===== src/rtl/command_tx.sv =====
// UART-style framed transmitter for 2-bit commands: start, 8 data bits LSB-first, optional parity, stop.
// Optional even-parity bit enabled by defining CMD_TX_PARITY_EN.
module command_tx #(
   parameter int          CLKS_PER_BIT = 217,
   parameter logic [3:0]  HDR_NIBBLE   = 4'hA
) (
   input  logic       clk,
   input  logic       rst,
   input  logic [1:0] command_1,
   input  logic       start,
   output logic       ready_command,
   output logic       tx,
   output logic       done
);

   localparam int BW = (CLKS_PER_BIT > 1) ? $clog2(CLKS_PER_BIT) : 1;
   localparam logic [BW-1:0] BAUD_LAST = BW'(CLKS_PER_BIT - 1);
   localparam logic [BW-1:0] BAUD_ONE  = BW'(1);

   localparam logic [2:0] S_IDLE   = 3'd0;
   localparam logic [2:0] S_START  = 3'd1;
   localparam logic [2:0] S_DATA   = 3'd2;
`ifdef CMD_TX_PARITY_EN
   localparam logic [2:0] S_PARITY = 3'd3;
`endif
   localparam logic [2:0] S_STOP   = 3'd4;

   logic [2:0]    state;
   logic [BW-1:0] baud;
   logic [2:0]    bit_idx;
   logic [7:0]    data;
   logic          bit_end;

   assign bit_end = (baud == BAUD_LAST);

   always_ff @(posedge clk or negedge rst) begin
      if (!rst) begin
         state         <= S_IDLE;
         tx            <= 1'b1;
         ready_command <= 1'b1;
         done          <= 1'b0;
         bit_idx       <= '0;
         baud          <= '0;
         data          <= '0;
      end else begin
         done <= 1'b0;
         case (state)
            S_IDLE: begin
               tx            <= 1'b1;
               ready_command <= 1'b1;
               baud          <= '0;
               bit_idx       <= '0;
               if (start) begin
                  data          <= {HDR_NIBBLE, 2'b00, command_1};
                  tx            <= 1'b0;
                  ready_command <= 1'b0;
                  state         <= S_START;
               end
            end
            S_START: begin
               if (bit_end) begin
                  baud    <= '0;
                  bit_idx <= '0;
                  tx      <= data[0];
                  state   <= S_DATA;
               end else begin
                  baud <= baud + BAUD_ONE;
               end
            end
            S_DATA: begin
               if (bit_end) begin
                  baud <= '0;
                  if (bit_idx == 3'd7) begin
`ifdef CMD_TX_PARITY_EN
                     tx    <= ^data;
                     state <= S_PARITY;
`else
                     tx    <= 1'b1;
                     state <= S_STOP;
`endif
                  end else begin
                     // tx is registered, so the next bit is loaded on the boundary edge
                     bit_idx <= bit_idx + 3'd1;
                     tx      <= data[bit_idx + 3'd1];
                  end
               end else begin
                  baud <= baud + BAUD_ONE;
               end
            end
`ifdef CMD_TX_PARITY_EN
            S_PARITY: begin
               if (bit_end) begin
                  baud  <= '0;
                  tx    <= 1'b1;
                  state <= S_STOP;
               end else begin
                  baud <= baud + BAUD_ONE;
               end
            end
`endif
            S_STOP: begin
               if (bit_end) begin
                  baud          <= '0;
                  ready_command <= 1'b1;
                  done          <= 1'b1;
                  state         <= S_IDLE;
               end else begin
                  baud <= baud + BAUD_ONE;
               end
            end
            default: begin
               tx            <= 1'b1;
               ready_command <= 1'b1;
               baud          <= '0;
               bit_idx       <= '0;
               state         <= S_IDLE;
            end
         endcase
      end
   end

endmodule

===== config.mk =====
export PLATFORM = sky130hd
export DESIGN_NAME = command_tx
export DESIGN_NICKNAME = d
export VERILOG_FILES = /design/src/rtl/command_tx.sv
export SDC_FILE = /design/constraint.sdc
export NUM_CORES = 1
export LEC_CHECK = 0
export CAP_MARGIN = 20
export CORE_MARGIN = 5
export CORE_UTILIZATION = 51
export DETAILED_ROUTE_END_ITERATION = 12
export GPL_TIMING_DRIVEN = 0
export PLACE_DENSITY = 0.73
export SLEW_MARGIN = 20
export SYNTH_ARGS = -nofsm -noshare
export SYNTH_HDL_FRONTEND = slang
export SYNTH_SLANG_ARGS = --single-unit

===== constraint.sdc =====
create_clock -name clk -period 1.64 [get_ports clk]
set_clock_uncertainty 0.2 [all_clocks]
set_input_delay 0.164 -clock clk [delete_from_list [all_inputs] [get_ports clk]]
set_output_delay 0.164 -clock clk [all_outputs]
set_load 0.02 [all_outputs]

==> summary.txt, run 1 <==
Critical path
  • Buf/Inv on CP: 0
  • Worst setup path category: register to register
  • Worst Path Arrival: 1770 ps
  • Max incr delay on CP: 410 ps
  • CP Capture Type: register
  • CP cell instances: ha_2 > ha_4 > nand4bb_4 > nor2_2 > o22ai_2 > mux2_4
  • Crit path max-delay cell type: dfrtp_1
  • CP max FO: 4
  • CP required: 1630 ps
  • Top delay family on crit path: flip-flops
  • CP startpoint kind: register

Run status
  • Outcome: finished with violations
  • Failing checks: negative setup slack

Yosys
  • Syn Area/Cell: 10.5 um2
  • Most used DFF post-synth: dfrtp_1
  • Synthesis Warnings: 0
  • Post-synthesis sequential area ratio: 0.464
  • Area share of the largest cell type after synthesis: 0.416
  • Synth area leaders: dfrtp_1 42%, nor2_1 5.2%, dfstp_2 4.8%, ha_1 4.6%, xnor2_1 3.2%
  • Synth async-reset ratio: 1.00
  • Seq cells post-synth: 20
  • Unique masters post-synth: 37
  • Post-synth EDFFs: 0
  • Area leader, netlist: dfrtp_1
  • Mapped Cells: 103
  • Syn_nets: 112
  • Synthesized area: 1080 um2

Place
  • Port-buffer cells: 7
  • Setup slack at placement: -193 ps
  • Gpl congestion: 0.725

STA
  • Worst Slack Setup Final: -140 ps
  • Slew @ Worst Pin: 908 ps
  • Endpoints failing hold: 0
  • Setup-failing EPs final: 4
  • Relative slew slack: 0.393
  • RSZ-0062 raised after global routing: true
  • Final period utilization: 1.09
  • Hold slack final: 168 ps
  • Slew Viols, Final: 0
  • Final setup TNS: -395 ps
  • Max Clock Freq: 0.562 GHz
  • Final Critical Period: 1780 ps

Route
  • Vias: 819
  • DR DRC count: 0
  • Antenna Nets Post-Route: 0
  • Post-DR wirelength/cell: 14.3 um
  • Final WL: 2120 um
  • Drt pass-1 iters: 4
  • Number of DRC markers in iteration 0: 14
  • Vias/cell: 5.53

Finish
  • Fraction of layout cells with a size suffix above 1: 0.405
  • # nets final: 132
  • Commonest cells after routing, fill and taps aside: 15 x dfrtp_1, 12 x nor2_1, 8 x buf_4
  • Area Growth Syn to Fin: 27.9%
  • Commonest non-fill, non-tap cell in the layout: dfrtp_1
  • Total area of sequential cells: 507 um2
  • Antenna Cells: 0
  • Final Util: 0.693
  • Fillers: 162
  • Area of the multi-input gates: 648 um2

Pwr
  • Leak Pwr: 0.594 nW
  • P per Cell Area: 1000 nW/um2
  • Worst ir drop on vdd: 760 uV
  • Pwr Total: 1.39 mW

Clock tree
  • Clk slew on worst S/H paths: 110 ps
  • Hold-fix buffers, CTS: 0
  • TritonCTS clock tree: built
  • Clock Path Buffers: 2
  • Clock latency at the later pin of the worst-skew pair: 300 ps
  • CTS sink count: 20
  • CTS buffer count: 3
  • CTS H-tree depth: 1
  • Root Driver: clkbuf_4

Die
  • CORE AREA: 2000 um2
  • Die width: 56.1 um
  • Starting Density: 0.541
  • I/O pin total: 8
  • Die height: 56.1 um
  • Die area: 3150 um2
  • Num rows: 16

Global routing
  • Tot GR Track Use: 0.146
  • Initial antenna violation count: 0
  • Largest net degree at the start of global routing: 21
  • Global-route wire length before repair: 3710 um
  • Overflow after GRT: 0
  • Vias in the first global route: 787

Worst hold path
  • Hold/Removal Path Class: primary input to asynchronous set/reset pin

Job
  • Max Cap Viol: 0
[cell families after synthesis]
| logic type | share of synthesized area |
|---|---|
| fa+ha+maj | 0.0462 |
| mux | 0.0404 |
| xor+xnor | 0.0566 |
| compound gates | 0.112 |
| simple gates | 0.239 |
| buf+inv | 0.0416 |
| flops | 0.464 |
[metal layers]
layer,vias up,track usage,wire length [um]
li1,393,-,-
met1,399,0.193,952
met2,23,0.234,1050
met3,4,0.0394,104
met4,0,0.0407,18
met5,-,0,0
[synthesized netlist by cell type (all sizes together), types with 4 or more instances]
cell	count
ha	4
nand2b	4
xnor2	4
inv	5
buf	4
dfrtp	18
a21oi	6
nand3	4
nor2	15
[worst paths after layout]
check / from / endpoint / slack (ps) / depth (start not counted)
setup / recovery: bit_idx[1] / bit_idx[0] / -140 / 6
hold / removal: rst / bit_idx[2] / 170 / 1
setup reg to reg: bit_idx[1] / bit_idx[0] / -140 / 6
hold reg to reg: data[5] / data[5] / 300 / 1
max in group asynchronous: rst / baud[3] / 460 / 1
min in group clk: start / state[0] / 270 / 3
[stage by stage]
| stage | instance area [um2] | std cells |
|---|---|---|
| global route | 1390 | 148 |
| finish | 1390 | 148 |
| floorplan | 1100 | 103 |
| global placement | 1200 | 137 |
| CTS | 1350 | 147 |
| detailed placement | 1200 | 137 |
[sequential cells by signal, indices dropped and copies added (netlist names)]
| name | cells |
|---|---|
| state | 3 |
| tx | 1 |
| baud | 8 |
| ready_command | 1 |
| bit_idx | 3 |
| data | 3 |
| done | 1 |
[power by group]
group	leakage [nW]	total, mW	switching [mW]	internal [mW]
Sequential	0.244	0.709	0.109	0.600
Clock	0.0138	0.233	0.148	0.0855
Combinational	0.336	0.451	0.216	0.235
Total	0.594	1.39	0.472	0.921
[repair_timing]
action | CTS | global route
buffers inserted | 7 | 1
pin swaps | 5 | 12
endpoints found under the setup margin | 19 | 14
cloned | 0 | 0
resized for setup | 17 | 11
[final cells by class]
cell class,instances,share of cell area
flip-flops and latches,20,0.366
inverters,5,0.0135
clock buffers,3,0.0162
plain buffers,4,0.0208
repair buffers,15,0.0921
well taps,27,0.0244
multi-input cells,74,0.468
No activity file was read; power rests on OpenSTA's default activity.
==> inputs of run 2 (changes only) <==
Settings changed: CORE_UTILIZATION 51 to 50, PLACE_DENSITY 0.73 to 0.71.
==> run 2 against run 1 <==
The flow still finishes with violations (negative setup slack). Count of clock-buffer cells in the layout grew 1. Setup slack gained 8.0 ps. Core utilization is 2.9 points higher. Via count rose by 3.8%. Final cell count grew 4.7%. Total power up 5.9%. Sequential share of layout area is 1.8 points lower. Clock power is 21% higher. Critical endpoint unchanged. Non-clock buffer count is 6 higher. Die area increased by 1.6%.
==> summary.txt, run 2 (same netlist as run 1, synthesis figures left out) <==
Clock tree
  • Clock Path Buffers: 2 (unchanged)
  • Clk slew on worst S/H paths: 120 ps (was 110 ps)
  • CTS H-tree depth: 1 (unchanged)
  • CTS sink count: 20 (unchanged)
  • TritonCTS clock tree: built (unchanged)
  • CTS buffer count: 3 (unchanged)
  • Root Driver: clkbuf_4 (unchanged)
  • Hold-fix buffers, CTS: 0 (unchanged)
  • Clock latency at the later pin of the worst-skew pair: 300 ps (about the same)

Finish
  • # nets final: 138 (was 132)
  • Fraction of layout cells with a size suffix above 1: 0.461 (was 0.405)
  • Commonest non-fill, non-tap cell in the layout: dfrtp_1 (unchanged)
  • Fillers: 149 (was 162)
  • Max FFs per register: 8 (unchanged)
  • Commonest cells after routing, fill and taps aside: 15 x dfrtp_1, 13 x buf_4, 10 x nor2_1 (was 15 x dfrtp_1, 12 x nor2_1, 8 x buf_4)
  • Post-Layout Inst Area: 1460 um2 (was 1390 um2)
  • Area Growth Syn to Fin: 34.6% (was 27.9%)
  • Biggest register: baud (unchanged)
  • Area of the multi-input gates: 661 um2 (was 648 um2)
  • Antenna Cells: 0 (unchanged)
  • Total area of sequential cells: 507 um2 (unchanged)

Critical path
  • Worst setup path category: register to register (unchanged)
  • CP startpoint kind: register (unchanged)
  • CP max FO: 4 (unchanged)
  • Worst Path Arrival: 1770 ps (about the same)
  • Reg2reg start: bit_idx[1] (unchanged)
  • Reg2reg setup slack: -130 ps (was -140 ps)
  • CP Capture Type: register (unchanged)
  • CP required: 1640 ps (was 1630 ps)
  • Reg2Reg Depth: 6 (unchanged)
  • Reg2reg end: bit_idx[0] (unchanged)

Route
  • Drt pass-1 iters: 4 (unchanged)
  • Antenna Nets Post-Route: 0 (unchanged)
  • Post-DR wirelength/cell: 15.0 um (was 14.3 um)
  • Number of DRC markers in iteration 0: 14 (unchanged)
  • Vias/cell: 5.48 (was 5.53)
  • Vias: 850 (was 819)
  • Final WL: 2330 um (was 2120 um)
  • DR DRC count: 0 (unchanged)

Run status
  • Outcome: finished with violations (unchanged)
  • Failing checks: negative setup slack (unchanged)

STA
  • Worst Slack Setup Final: -132 ps (was -140 ps)
  • RSZ-0062 raised after global routing: true (unchanged)
  • Slew Viols, Final: 0 (unchanged)
  • Final Critical Period: 1770 ps (was 1780 ps)
  • Relative slew slack: 0.403 (was 0.393)
  • Final period utilization: 1.08 (was 1.09)
  • Setup-failing EPs final: 4 (unchanged)
  • Endpoints failing hold: 0 (unchanged)
  • Slew @ Worst Pin: 892 ps (was 908 ps)
  • Max Clock Freq: 0.564 GHz (was 0.562 GHz)
  • Hold slack final: 156 ps (was 168 ps)

Pwr
  • P per Cell Area: 1010 nW/um2 (was 1000 nW/um2)
  • Leak Pwr: 0.609 nW (was 0.594 nW)
  • Worst ir drop on vdd: 861 uV (was 760 uV)
  • Pwr Total: 1.48 mW (was 1.39 mW)

Die
  • I/O pin total: 8 (unchanged)
  • CORE AREA: 2020 um2 (was 2000 um2)
  • Die area: 3200 um2 (was 3150 um2)
  • Starting Density: 0.536 (was 0.541)
  • Num rows: 16 (unchanged)
  • Die height: 56.6 um (was 56.1 um)
  • Die width: 56.6 um (was 56.1 um)

Global routing
  • Largest net degree at the start of global routing: 21 (unchanged)
  • Initial antenna violation count: 0 (unchanged)
  • Vias in the first global route: 827 (was 787)
  • Overflow after GRT: 0 (unchanged)
  • Global-route wire length before repair: 3660 um (was 3710 um)
  • Tot GR Track Use: 0.142 (was 0.146)

Place
  • Post-DP HPWL: 1380 um
  • Setup slack at placement: -182 ps (was -193 ps)
  • Gpl congestion: 0.786 (was 0.725)
  • Port-buffer cells: 7 (unchanged)
  • Area after DPL: 1200 um2 (unchanged)

Worst hold path
  • Hold/Removal Path Class: primary input to asynchronous set/reset pin (unchanged)

Job
  • Max Cap Viol: 0 (unchanged)
## run 2: final cells by class
type / count / share of cell area
plain buffers: 4 / 0.0180
clock buffers: 4 / 0.0249
inverters: 5 / 0.0129
multi-input cells: 74 / 0.453
flip-flops and latches: 20 / 0.347
well taps: 27 / 0.0232
repair buffers: 21 / 0.121
## run 2: per-stage QoR
stage	cells	TNS [ps]	utilization
floorplan	103	-136	-
global placement	137	-1710	0.595
detailed placement	137	-2060	0.595
CTS	148	-390	0.671
global route	155	-1030	0.722
finish	155	-370	0.722
## run 2: critical path: stages (launching register included)
cell       delay, ps
dfrtp_1          400
ha_2             200
ha_4             160
nand4bb_4        200
nor2_2           120
o22ai_2          120
mux2_2           280
## run 2: how the worst max path moves through the flow
| stage | cells past startpoint | slack (ps) | end | startpoint |
|---|---|---|---|---|
| after global placement | 6 | -160 | bit_idx[0] | bit_idx[0] |
| after global routing | 6 | -200 | bit_idx[0] | baud[1] |
| after detailed placement | 6 | -180 | bit_idx[0] | bit_idx[0] |
| after floorplan | 6 | -80 | bit_idx[0] | bit_idx[0] |
| after CTS | 6 | -100 | bit_idx[0] | bit_idx[1] |
| final | 6 | -130 | bit_idx[0] | bit_idx[1] |
## run 2: per-layer routing
metal,share of wire,global-route usage,vias up
met5,0,0,-
met4,0.0056,0.0407,0
met3,0.028,0.0252,2
met2,0.54,0.234,9
met1,0.43,0.188,429
li1,-,-,410
## run 2: timing repair
action,in CTS,in global routing
setup endpoints to repair,19,15
hold endpoints to repair,0,0
cloned,0,0
resized for setup,16,15
setup buffers,7,7
pin swaps,10,11
## run 2: report_power, final
group	switching (mW)	internal, mW
clock	0.148	0.135
sequential	0.111	0.600
combinational	0.222	0.260
total	0.481	0.995
==> inputs of run 3 (changes only) <==
--- a/constraint.sdc
+++ b/constraint.sdc
@@ -4,2 +4,2 @@
 set_output_delay 0.164 -clock clk [all_outputs]
-set_load 0.02 [all_outputs]
+set_load 0.005 [all_outputs]
==> run 3 against run 2 <==
The run still ends with negative setup slack left. Clock power is essentially flat. Sequential share of layout area hardly changed. Register-to-register slack hardly changed. Cell area about the same. Setup slack worse by 8.4 ps. Critical path depth unchanged. Wire length decreased by 2.1%. Count of clock-buffer cells in the layout unchanged. Total power fell by 0.27%. Critical path type unchanged. Critical endpoint unchanged. Largest cell class unchanged. Highest routed layer unchanged.
==> summary.txt, run 3 (same netlist as run 1, synthesis figures left out) <==
Global routing
  • Initial antenna violation count: 0 (unchanged)
  • Largest net degree at the start of global routing: 21 (unchanged)
  • Tot GR Track Use: 0.144 (was 0.142)
  • Global-route wire length before repair: 3730 um (was 3660 um)
  • Met3 Resource Use GR: 0.0252 (unchanged)
  • Vias in the first global route: 841 (was 827)
  • Overflow after GRT: 0 (unchanged)
  • Met2 Use GR: 0.238 (was 0.234)
  • Met1 usage: 0.192 (was 0.188)
  • Global route hottest layer: met2 (unchanged)

Pwr
  • Worst ir drop on vdd: 753 uV (was 861 uV)
  • Pwr Total: 1.47 mW (was 1.48 mW)
  • Internal Power: 0.999 mW (was 0.995 mW)
  • P per Cell Area: 1010 nW/um2 (about the same)
  • Net Switching: 0.473 mW (was 0.481 mW)
  • Sw Share: 0.321 (was 0.326)
  • Comb power frac: 0.328 (was 0.326)
  • Reg power frac: 0.480 (was 0.482)
  • Clock power share: 0.192 (about the same)
  • Leak Pwr: 0.608 nW (was 0.609 nW)

Critical path
  • Reg2Reg Depth: 6 (unchanged)
  • Worst Setup EP: bit_idx[0] (unchanged)
  • CP Launch Point: bit_idx[1] (unchanged)
  • CP startpoint kind: register (unchanged)
  • CP cell instances: ha_2 > ha_4 > nand4bb_4 > nor2_2 > o22ai_2 > mux2_2 (unchanged)
  • Worst Path Arrival: 1780 ps (was 1770 ps)
  • Reg2reg end: bit_idx[0] (unchanged)
  • Worst path depth: 6 (unchanged)
  • Worst setup path category: register to register (unchanged)
  • CP required: 1640 ps (about the same)
  • Reg2reg setup slack: -140 ps (was -130 ps)
  • Crit path max-delay cell type: dfrtp_1 (unchanged)
  • Max incr delay on CP: 400 ps (about the same)
  • Reg2reg start: bit_idx[1] (unchanged)
  • CP Capture Type: register (unchanged)
  • Buf/Inv on CP: 0 (unchanged)
  • Top delay family on crit path: flip-flops (unchanged)
  • CP max FO: 4 (unchanged)

Route
  • Final WL: 2280 um (was 2330 um)
  • DR DRC count: 0 (unchanged)
  • Drt pass-1 iters: 4 (unchanged)
  • Antenna Nets Post-Route: 0 (unchanged)
  • Number of DRC markers in iteration 0: 16 (was 14)
  • Post-DR wirelength/cell: 14.8 um (was 15.0 um)
  • Vias/cell: 5.44 (was 5.48)
  • Vias: 837 (was 850)

Clock tree
  • CTS sink count: 20 (unchanged)
  • TritonCTS clock tree: built (unchanged)
  • Root Driver: clkbuf_4 (unchanged)
  • Clk slew on worst S/H paths: 120 ps (about the same)
  • Clock latency at the later pin of the worst-skew pair: 300 ps (about the same)
  • CTS H-tree depth: 1 (unchanged)
  • Clock Path Buffers: 2 (unchanged)
  • CTS buffer count: 3 (unchanged)

STA
  • Slew @ Worst Pin: 888 ps (was 892 ps)
  • Endpoints failing hold: 0 (unchanged)
  • Final setup TNS: -505 ps (was -370 ps)
  • Final Critical Period: 1780 ps (was 1770 ps)
  • Relative slew slack: 0.406 (was 0.403)
  • Worst Slack Setup Final: -140 ps (was -132 ps)
  • Max Clock Freq: 0.562 GHz (was 0.564 GHz)
  • Hold slack final: 156 ps (about the same)
  • RSZ-0062 raised after global routing: true (unchanged)
  • Slew Viols, Final: 0 (unchanged)
  • Final period utilization: 1.09 (was 1.08)
  • Setup-failing EPs final: 10 (was 4)

Die
  • Starting Density: 0.536 (unchanged)
  • Die area: 3200 um2 (unchanged)
  • CORE AREA: 2020 um2 (unchanged)
  • Die height: 56.6 um (unchanged)
  • Die width: 56.6 um (unchanged)
  • I/O pin total: 8 (unchanged)
  • Num rows: 16 (unchanged)

Run status
  • Outcome: finished with violations (unchanged)
  • Failing checks: negative setup slack (unchanged)

Place
  • Port-buffer cells: 7 (unchanged)
  • Area after DPL: 1200 um2 (unchanged)
  • Gpl congestion: 0.786 (unchanged)
  • Post-DP HPWL: 1380 um (unchanged)
  • Placed insts: 137 (unchanged)
  • Setup slack at placement: -182 ps (unchanged)

Finish
  • Biggest register: baud (unchanged)
  • Antenna Cells: 0 (unchanged)
  • Fraction of layout cells with a size suffix above 1: 0.457 (was 0.461)
  • Post-Layout Inst Area: 1460 um2 (about the same)
  • Commonest non-fill, non-tap cell in the layout: dfrtp_1 (unchanged)
  • Final Non-Filler Cells: 154 (was 155)
  • Area Growth Syn to Fin: 34.8% (was 34.6%)
  • Fillers: 153 (was 149)
  • Final Util: 0.722 (about the same)
  • Max FFs per register: 8 (unchanged)
  • # nets final: 137 (was 138)
  • Commonest cells after routing, fill and taps aside: 15 x dfrtp_1, 12 x buf_4, 9 x nor2_1 (was 15 x dfrtp_1, 13 x buf_4, 10 x nor2_1)

Job
  • Max Cap Viol: 0 (unchanged)

Worst hold path
  • Hold/Removal Path Class: primary input to asynchronous set/reset pin (unchanged)
-- run 3: changes by cell type in the layout (fill, tap and decap cells not counted), sizes merged --
cell and delta:
buf -1
-- run 3: power by group through the flow --
stage               Sequential, mW  Clock [mW]  Combinational, mW
CTS                          0.700       0.291              0.421
global placement             0.708           0              0.307
floorplan                    0.691           0              0.247
finish                       0.706       0.282              0.483
global route                 0.722       0.316              0.535
detailed placement           0.713           0              0.320
-- run 3: worst min-delay path by stage --
stage,start,to,slack [ps],cells after the start
after floorplan,rst,baud[0],-330,0
after global placement,data[5],data[5],260,1
after detailed placement,data[5],data[5],260,1
after CTS,rst,state[0],190,1
after global routing,rst,bit_idx[2],230,1
final,rst,bit_idx[2],160,1
-- run 3: cell type report --
| class | count | area [um2] | area share |
|---|---|---|---|
| multi-input cells | 74 | 669 | 0.458 |
| flip-flops and latches | 20 | 507 | 0.347 |
| repair buffers | 20 | 169 | 0.116 |
| clock buffers | 4 | 36.3 | 0.0249 |
| well taps | 27 | 33.8 | 0.0231 |
| plain buffers | 4 | 26.3 | 0.0180 |
| inverters | 5 | 18.8 | 0.0129 |
-- run 3: worst reg2reg max path: stages (launching register included) --
cell and delay (ps):
dfrtp_1 400, ha_2 200, ha_4 160, nand4bb_4 200
nor2_2 120, o22ai_2 120, mux2_2 290
-- run 3: timing repair --
item | in CTS | in global routing
pin swaps | 8 | 13
setup endpoints to repair | 19 | 15
hold endpoints to repair | 0 | 0
buffers inserted | 9 | 4
hold buffers | 0 | 0
gates resized for setup | 17 | 15
-- run 3: per-layer routing --
layer / share of wire / up-vias / routed length (um)
li1: - / 408 / -
met1: 0.44 / 417 / 1010
met2: 0.52 / 10 / 1190
met3: 0.030 / 2 / 69
met4: 0.0057 / 0 / 13
met5: 0 / - / 0
